--- src/rtl/RV32I_definitions.sv ---
// ----------------------------------------------------------------------------
// RV32I_definitions
// Shared widths and the packed ID->EX payload carried by id_ex_pipeline.
// The payload groups every field that is copied straight from decode into
// the EX register; the operands are kept outside it because they are
// bypass-corrected and refreshed independently while EX is stalled.
// ----------------------------------------------------------------------------
package RV32I_definitions;

    localparam int REG_DATA_WIDTH     = 32;
    localparam int REGFILE_ADDR_WIDTH = 5;
    localparam int CTRL_WIDTH         = 16;

    typedef struct packed {
        logic [REG_DATA_WIDTH-1:0]     pc;
        logic [REGFILE_ADDR_WIDTH-1:0] rs1_addr;
        logic [REGFILE_ADDR_WIDTH-1:0] rs2_addr;
        logic [REGFILE_ADDR_WIDTH-1:0] rd_addr;
        logic [REG_DATA_WIDTH-1:0]     imm;
        logic [CTRL_WIDTH-1:0]         ctrl;
        logic                          is_load;
    } id_ex_payload_t;

endpackage

--- src/rtl/id_hazard_unit.sv ---
// ----------------------------------------------------------------------------
// id_hazard_unit
// Purely combinational. Produces the write-through bypassed operands for the
// instruction in decode and flags a load-use hazard against the load in EX.
//
// Ports
//   id_valid_i            decode holds a valid instruction
//   rs1/rs2_addr_i        operand specifiers in decode
//   uses_rs1/rs2_i        instruction really reads that operand
//   rs1/rs2_data_i        register file read data
//   ex_valid_i            EX holds a real instruction
//   ex_is_load_i          instruction in EX is a load
//   ex_rd_addr_i          destination of the instruction in EX
//   wb_wr_en_i/addr_i/data_i  writeback port, same as the register file sees
//   hazard_o              load-use hazard
//   byp_rs1/rs2_o         bypass-corrected operands
// ----------------------------------------------------------------------------
module id_hazard_unit
    import RV32I_definitions::*;
#(
    parameter int DW = REG_DATA_WIDTH,
    parameter int AW = REGFILE_ADDR_WIDTH
) (
    input  logic          id_valid_i,
    input  logic [AW-1:0] rs1_addr_i,
    input  logic [AW-1:0] rs2_addr_i,
    input  logic          uses_rs1_i,
    input  logic          uses_rs2_i,
    input  logic [DW-1:0] rs1_data_i,
    input  logic [DW-1:0] rs2_data_i,
    input  logic          ex_valid_i,
    input  logic          ex_is_load_i,
    input  logic [AW-1:0] ex_rd_addr_i,
    input  logic          wb_wr_en_i,
    input  logic [AW-1:0] wb_addr_i,
    input  logic [DW-1:0] wb_data_i,
    output logic          hazard_o,
    output logic [DW-1:0] byp_rs1_o,
    output logic [DW-1:0] byp_rs2_o
);

    logic [1:0][AW-1:0] rs_addr;
    logic [1:0][DW-1:0] rs_data;
    logic [1:0][DW-1:0] byp;
    logic [1:0]         uses;
    logic [1:0]         dep;

    assign rs_addr = {rs2_addr_i, rs1_addr_i};
    assign rs_data = {rs2_data_i, rs1_data_i};
    assign uses    = {uses_rs2_i, uses_rs1_i};

    generate
        for (genvar gi = 0; gi < 2; gi++) begin : g_operand
            // x0 is hard-wired zero, so neither the register file nor a
            // writeback aimed at x0 may leak a value into the operand.
            assign byp[gi] = (rs_addr[gi] == '0) ? '0 :
                             (wb_wr_en_i && (wb_addr_i == rs_addr[gi])) ? wb_data_i :
                             rs_data[gi];
            assign dep[gi] = uses[gi] && (rs_addr[gi] == ex_rd_addr_i);
        end
    endgenerate

    assign byp_rs1_o = byp[0];
    assign byp_rs2_o = byp[1];

    assign hazard_o = id_valid_i && ex_valid_i && ex_is_load_i &&
                      (ex_rd_addr_i != '0) && (|dep);

endmodule

--- src/rtl/id_ex_pipeline.sv ---
// ----------------------------------------------------------------------------
// id_ex_pipeline
// ID/EX pipeline register for the RV32I core. Captures decoded fields and
// bypass-corrected operands, inserts a single bubble on a load-use hazard,
// holds on EX_stall (refreshing parked operands from writeback) and kills
// the EX slot on Flush. Bubble_count saturates at all-ones.
//
// Ports
//   Clk, Reset_n               clock, asynchronous active-low reset
//   ID_*                       decoded instruction from the decode stage
//   Rs1_data, Rs2_data         register file read data
//   WB_rd_wr_en/addr/wr_data   writeback port
//   EX_stall, Flush            downstream hold / branch redirect
//   ID_stall                   combinational hold request to IF/ID
//   EX_*                       registered instruction presented to execute
//   Bubble_count               saturating count of load-use bubbles
//
// The payload struct is sized from RV32I_definitions; the parameters below
// must be left at the package values.
// ----------------------------------------------------------------------------
module id_ex_pipeline
    import RV32I_definitions::*;
#(
    parameter int REG_DATA_WIDTH     = RV32I_definitions::REG_DATA_WIDTH,
    parameter int REGFILE_ADDR_WIDTH = RV32I_definitions::REGFILE_ADDR_WIDTH,
    parameter int CTRL_WIDTH         = RV32I_definitions::CTRL_WIDTH
) (
    input  logic                          Clk,
    input  logic                          Reset_n,
    input  logic                          ID_valid,
    input  logic [REG_DATA_WIDTH-1:0]     ID_pc,
    input  logic [REGFILE_ADDR_WIDTH-1:0] ID_rs1_addr,
    input  logic [REGFILE_ADDR_WIDTH-1:0] ID_rs2_addr,
    input  logic [REGFILE_ADDR_WIDTH-1:0] ID_rd_addr,
    input  logic                          ID_uses_rs1,
    input  logic                          ID_uses_rs2,
    input  logic                          ID_is_load,
    input  logic [REG_DATA_WIDTH-1:0]     ID_imm,
    input  logic [CTRL_WIDTH-1:0]         ID_ctrl,
    input  logic [REG_DATA_WIDTH-1:0]     Rs1_data,
    input  logic [REG_DATA_WIDTH-1:0]     Rs2_data,
    input  logic                          WB_rd_wr_en,
    input  logic [REGFILE_ADDR_WIDTH-1:0] WB_rd_addr,
    input  logic [REG_DATA_WIDTH-1:0]     WB_rd_wr_data,
    input  logic                          EX_stall,
    input  logic                          Flush,
    output logic                          ID_stall,
    output logic                          EX_valid,
    output logic [REG_DATA_WIDTH-1:0]     EX_pc,
    output logic [REG_DATA_WIDTH-1:0]     EX_imm,
    output logic [REGFILE_ADDR_WIDTH-1:0] EX_rs1_addr,
    output logic [REGFILE_ADDR_WIDTH-1:0] EX_rs2_addr,
    output logic [REGFILE_ADDR_WIDTH-1:0] EX_rd_addr,
    output logic [REG_DATA_WIDTH-1:0]     EX_rs1_data,
    output logic [REG_DATA_WIDTH-1:0]     EX_rs2_data,
    output logic                          EX_is_load,
    output logic [CTRL_WIDTH-1:0]         EX_ctrl,
    output logic [15:0]                   Bubble_count
);

    id_ex_payload_t              payload_q, payload_d, id_payload;
    logic                        valid_q, valid_d;
    logic [REG_DATA_WIDTH-1:0]   rs1_data_q, rs1_data_d;
    logic [REG_DATA_WIDTH-1:0]   rs2_data_q, rs2_data_d;
    logic [15:0]                 bubble_count_q, bubble_count_d;
    logic                        hazard;
    logic [REG_DATA_WIDTH-1:0]   byp_rs1, byp_rs2;

    id_hazard_unit #(
        .DW (REG_DATA_WIDTH),
        .AW (REGFILE_ADDR_WIDTH)
    ) u_hazard (
        .id_valid_i   (ID_valid),
        .rs1_addr_i   (ID_rs1_addr),
        .rs2_addr_i   (ID_rs2_addr),
        .uses_rs1_i   (ID_uses_rs1),
        .uses_rs2_i   (ID_uses_rs2),
        .rs1_data_i   (Rs1_data),
        .rs2_data_i   (Rs2_data),
        .ex_valid_i   (valid_q),
        .ex_is_load_i (payload_q.is_load),
        .ex_rd_addr_i (payload_q.rd_addr),
        .wb_wr_en_i   (WB_rd_wr_en),
        .wb_addr_i    (WB_rd_addr),
        .wb_data_i    (WB_rd_wr_data),
        .hazard_o     (hazard),
        .byp_rs1_o    (byp_rs1),
        .byp_rs2_o    (byp_rs2)
    );

    always_comb begin
        id_payload          = '0;
        id_payload.pc       = ID_pc;
        id_payload.rs1_addr = ID_rs1_addr;
        id_payload.rs2_addr = ID_rs2_addr;
        id_payload.rd_addr  = ID_rd_addr;
        id_payload.imm      = ID_imm;
        id_payload.ctrl     = ID_ctrl;
        id_payload.is_load  = ID_is_load;
    end

    // IF is redirecting during Flush, so holding it would be pointless.
    assign ID_stall = !Flush && (EX_stall || hazard);

    always_comb begin
        payload_d      = payload_q;
        valid_d        = valid_q;
        rs1_data_d     = rs1_data_q;
        rs2_data_d     = rs2_data_q;
        bubble_count_d = bubble_count_q;
        if (Flush) begin
            valid_d = 1'b0;
        end else if (EX_stall) begin
            // A parked operand would go stale if its producer retires while
            // EX is frozen; pick the writeback value up in place.
            if (WB_rd_wr_en && (payload_q.rs1_addr != '0) && (WB_rd_addr == payload_q.rs1_addr))
                rs1_data_d = WB_rd_wr_data;
            if (WB_rd_wr_en && (payload_q.rs2_addr != '0) && (WB_rd_addr == payload_q.rs2_addr))
                rs2_data_d = WB_rd_wr_data;
        end else if (hazard) begin
            valid_d = 1'b0;
            if (bubble_count_q != 16'hFFFF)
                bubble_count_d = bubble_count_q + 16'd1;
        end else begin
            payload_d  = id_payload;
            valid_d    = ID_valid;
            rs1_data_d = byp_rs1;
            rs2_data_d = byp_rs2;
        end
    end

    always_ff @(posedge Clk or negedge Reset_n) begin
        if (!Reset_n) begin
            payload_q      <= '0;
            valid_q        <= 1'b0;
            rs1_data_q     <= '0;
            rs2_data_q     <= '0;
            bubble_count_q <= '0;
        end else begin
            payload_q      <= payload_d;
            valid_q        <= valid_d;
            rs1_data_q     <= rs1_data_d;
            rs2_data_q     <= rs2_data_d;
            bubble_count_q <= bubble_count_d;
        end
    end

    assign EX_valid     = valid_q;
    assign EX_pc        = payload_q.pc;
    assign EX_imm       = payload_q.imm;
    assign EX_rs1_addr  = payload_q.rs1_addr;
    assign EX_rs2_addr  = payload_q.rs2_addr;
    assign EX_rd_addr   = payload_q.rd_addr;
    assign EX_is_load   = payload_q.is_load;
    assign EX_ctrl      = payload_q.ctrl;
    assign EX_rs1_data  = rs1_data_q;
    assign EX_rs2_data  = rs2_data_q;
    assign Bubble_count = bubble_count_q;

endmodule

--- config.mk ---
export PLATFORM = sky130hd
export DESIGN_NAME = id_ex_pipeline
export DESIGN_NICKNAME = d
export VERILOG_FILES = /design/src/rtl/RV32I_definitions.sv /design/src/rtl/id_hazard_unit.sv /design/src/rtl/id_ex_pipeline.sv
export SDC_FILE = /design/constraint.sdc
export NUM_CORES = 1
export LEC_CHECK = 0
export CORE_AREA = 2 2 150 152
export CTS_CLUSTER_DIAMETER = 40
export DETAILED_ROUTE_END_ITERATION = 8
export DIE_AREA = 0 0 152 154
export PLACE_DENSITY_LB_ADDON = 0.08
export RECOVER_POWER = 25
export SYNTH_ARGS = -nofsm -noshare
export SYNTH_HDL_FRONTEND = slang
export SYNTH_SLANG_ARGS = --single-unit
--- constraint.sdc ---
create_clock -name Clk -period 3.8 [get_ports Clk]
set_clock_uncertainty 0.15 [all_clocks]
set_input_delay 0.76 -clock Clk [delete_from_list [all_inputs] [get_ports Clk]]
set_output_delay 0.76 -clock Clk [all_outputs]
set_load 0.05 [all_outputs]
==> load_flow_metrics.sql <==
INSERT INTO impl_metrics (metric_group, metric, value, unit) VALUES
('timing', 'fin_setup_tns', '0', 'ps'),
('setup_path', 'cp_top_family', 'buffers and inverters', ''),
('floorplan', 'chipHeight', '154', 'um'),
('clock_network', 'clock-root-buffer', 'sky130_fd_sc_hd__clkbuf_16', ''),
('routing', 'violation_count_after_the_first_detailed_routing_iteration', '263', ''),
('power_and_ir_drop', 'vdd_ir_drop_max', '0.000294', 'V'),
('setup_path', 'worst_setup_path_start_kind', 'input pin', ''),
('floorplan', 'rows', '54', ''),
('setup_path', 'worstPathBufferInverterCount', '2', ''),
('logic_synthesis', 'netlist_area', '8100', 'um^2'),
('setup_path', 'timing.reg2reg.setup_slack', '1290', 'ps'),
('job', 'timing.max_cap.violations', '1', ''),
('logic_synthesis', 'synth.area.top_cells', 'sky130_fd_sc_hd__dfrtp_1 (55%), sky130_fd_sc_hd__mux2_2 (14%), sky130_fd_sc_hd__mux2_4 (11%)', ''),
('timing', 'rsz0062_at_grt', 'false', ''),
('logic_synthesis', 'synthArstFlopShare', '100', '%'),
('routing', 'route.final.wire_length', '25.7', 'mm'),
('setup_path', 'crit_required', '2890', 'ps'),
('placed_design', 'placedCellCount', '1195', ''),
('timing', 'worst_pin_slew', '2670', 'ps'),
('placed_design', 'place.port_buffers', '382', ''),
('setup_path', 'critical_path.max_stage_delay', '620', 'ps'),
('setup_path', 'ff2ff_path_depth', '6', ''),
('clock_network', 'cts_buffer_depth', '2', ''),
('global_route', 'grt_usage', '21.8', '%'),
('global_route', 'pin_count_of_the_biggest_net_entering_global_routing', '98', ''),
('timing', 'period_minus_slack', '3440', 'ps'),
('floorplan', 'fp.coreArea', '21700', 'um^2'),
('setup_path', 'arrival', '2530', 'ps'),
('run_status', 'violated_checks', 'capacitance limit, slew limit', ''),
('routing', 'detail_route.vias_per_cell', '5.05', ''),
('timing', 'report.final.slew_viol_count', '54', ''),
('routing', 'num_vias', '6202', ''),
('logic_synthesis', 'synthDistinctLibCells', '28', ''),
('global_route', 'grt_pass1_wl', '39.8', 'mm'),
('logic_synthesis', 'mappedNetlistNets', '763', ''),
('final_layout', 'antennaDiodeCount', '0', ''),
('worst_hold_path', 'worstHoldStart', 'Bubble_count[15]', ''),
('routing', 'routedWlPerCell', '20.9', 'um'),
('logic_synthesis', 'synth_edf_count', '0', ''),
('logic_synthesis', 'number_of_storage_elements_in_the_synthesis_netlist', '177', ''),
('floorplan', 'die_area', '23400', 'um^2'),
('power_and_ir_drop', 'power', '6.62', 'mW'),
('final_layout', 'layout.cells.non_filler', '1227', ''),
('timing', 'setup_viol', '0', ''),
('global_route', 'global_route.overflow_total', '0', ''),
('timing', 'fin_worst_hold_slack', '341', 'ps'),
('worst_hold_path', 'timing.hold.worst.class', 'reg2reg', ''),
('floorplan', 'num_io_pins', '383', ''),
('placed_design', 'detailed_place.area', '12200', 'um^2'),
('logic_synthesis', 'post-synth-top-area-cell', 'sky130_fd_sc_hd__dfrtp_1', ''),
('logic_synthesis', 'postSynthAreaPerCell', '14.5', 'um^2'),
('final_layout', 'syn_to_final_growth', '58.3', '%'),
('routing', 'detail-route-antenna-nets', '0', ''),
('run_status', 'outcome', 'complete, but fails checks', ''),
('power_and_ir_drop', 'cellLeakagePower', '5.42', 'nW'),
('power_and_ir_drop', 'powerDensity', '516', 'nW/um^2'),
('timing', 'finalHoldViolations', '0', ''),
('setup_path', 'crit_path_cells', 'clkdlybuf4s50_1 -> xnor2_1 -> nand4_1 -> o22ai_2 -> a21oi_1 -> nor2_1 -> buf_12', ''),
('placed_design', 'hpwlAfterDp', '19.0', 'mm'),
('setup_path', 'worstReg2RegStart', 'EX_rs2_addr[3]', ''),
('logic_synthesis', 'synth.top_cells.by_count', 'sky130_fd_sc_hd__dfrtp_1 (177), sky130_fd_sc_hd__mux2_2 (101), sky130_fd_sc_hd__a22o_1 (65)', ''),
('clock_network', 'clkLatencyLatePin', '430', 'ps'),
('logic_synthesis', 'synth_top_area_share', '54.7', '%'),
('clock_network', 'ctsResizeCount', '0', ''),
('worst_hold_path', 'min_delay_worst_endpoint', 'Bubble_count[15]', ''),
('logic_synthesis', 'yosysMostFrequentCell', 'sky130_fd_sc_hd__dfrtp_1', ''),
('global_route', 'antenna_found_initial', '0', ''),
('setup_path', 'worst-path-max-fanout', '7', ''),
('clock_network', 'worst_setup_hold_path_clk_slew', '80', 'ps'),
('timing', 'worst_slew_margin_rel', '-77.7', '%'),
('worst_hold_path', 'hold_depth', '1', '');
==> worst reg2reg max path, cell delays in order (launching register included) <==
cell and delay (ps):
sky130_fd_sc_hd__dfrtp_1 420, sky130_fd_sc_hd__xor2_1 160, sky130_fd_sc_hd__nor4_1 270, sky130_fd_sc_hd__nand3_1 170
sky130_fd_sc_hd__o21bai_4 600, sky130_fd_sc_hd__buf_12 280, sky130_fd_sc_hd__mux2_2 350
==> metal layers <==
metal | vias to the layer above | routed length (um) | GRT usage [%] | share of wire, %
li1 | 2797 | - | - | -
met4 | 0 | 431 | 5.70 | 1.7
met1 | 3120 | 10200 | 25.9 | 40
met2 | 259 | 13100 | 37.9 | 51
met5 | - | 0 | 0 | 0
met3 | 26 | 1930 | 7.16 | 7.5
==> per-stage QoR <==
stage | util (%) | setup slack, ps
floorplan | - | 834
global placement | 56.4 | 336
detailed placement | 56.4 | 297
CTS | 59.1 | 337
global route | 59.1 | 251
finish | 59.1 | 359
==> power by group <==
group          internal (mW)  switching, mW
combinational           1.03           1.45
sequential              2.16          0.176
clock                  0.986          0.817
total                   4.17           2.44
==> kinds of logic (layout without fill, tap and decap cells) <==
kind of cell	count (synthesis)	count (layout)	synth area share [%]
AO/OA/AOI/OAI	76	76	8.34
XOR/XNOR	43	43	4.65
adder cells (fa/ha/maj)	1	1	0.154
buffers and inverters	36	426	2.89
flip-flops	177	177	54.7
multiplexers	161	161	25.2
AND/OR/NAND/NOR	63	63	4.12
==> cell type report <==
type                            instances  area, um^2
Sequential cell                       177        4430
Clock inverter                         12         134
Fill cell                            1752        8870
Tap cell                              280         350
Timing Repair Buffer                  394        3990
Multi-Input combinational cell        344        3460
Clock buffer                           20         467
==> state kept, by name, summed over array words and instances (netlist names) <==
| name | count |
|---|---|
| EX_pc | 32 |
| EX_rd_addr | 5 |
| EX_rs2_data | 32 |
| EX_rs1_data | 32 |
| EX_rs1_addr | 5 |
| EX_valid | 1 |
| Bubble_count | 16 |
| EX_is_load | 1 |
| EX_rs2_addr | 5 |
| EX_ctrl | 16 |
| EX_imm | 32 |
==> how the worst max path moves through the flow <==
| stage | from | cells past startpoint | end | slack [ps] |
|---|---|---|---|---|
| 2_1_floorplan | ID_rs1_addr[1] | 5 | ID_stall | 830 |
| 3_3_place_gp | WB_rd_addr[3] | 7 | EX_rs2_data[0] | 340 |
| 3_5_place_dp | WB_rd_addr[3] | 7 | EX_rs2_data[0] | 300 |
| 4_1_cts | ID_rs1_addr[1] | 7 | ID_stall | 340 |
| 5_1_grt | ID_rs1_addr[1] | 7 | ID_stall | 250 |
| 6_report | ID_rs1_addr[1] | 7 | ID_stall | 360 |
==> cells in the final DEF, fill, tap and decap left out, types with 6 or more instances in the layout <==
cell	Yosys	final
sky130_fd_sc_hd__a22o_1	65	65
sky130_fd_sc_hd__buf_12	0	6
sky130_fd_sc_hd__buf_4	0	7
sky130_fd_sc_hd__clkbuf_16	0	17
sky130_fd_sc_hd__clkdlybuf4s50_1	0	380
sky130_fd_sc_hd__dfrtp_1	177	177
sky130_fd_sc_hd__inv_6	0	6
sky130_fd_sc_hd__mux2_2	101	101
sky130_fd_sc_hd__mux2_4	60	60
sky130_fd_sc_hd__nand2_1	10	10
sky130_fd_sc_hd__nand3_1	12	12
sky130_fd_sc_hd__nor2_1	10	10
sky130_fd_sc_hd__nor3_1	12	12
sky130_fd_sc_hd__xnor2_1	17	17
sky130_fd_sc_hd__xor2_1	26	26
Note: power is estimated with default switching activity, not from simulation.
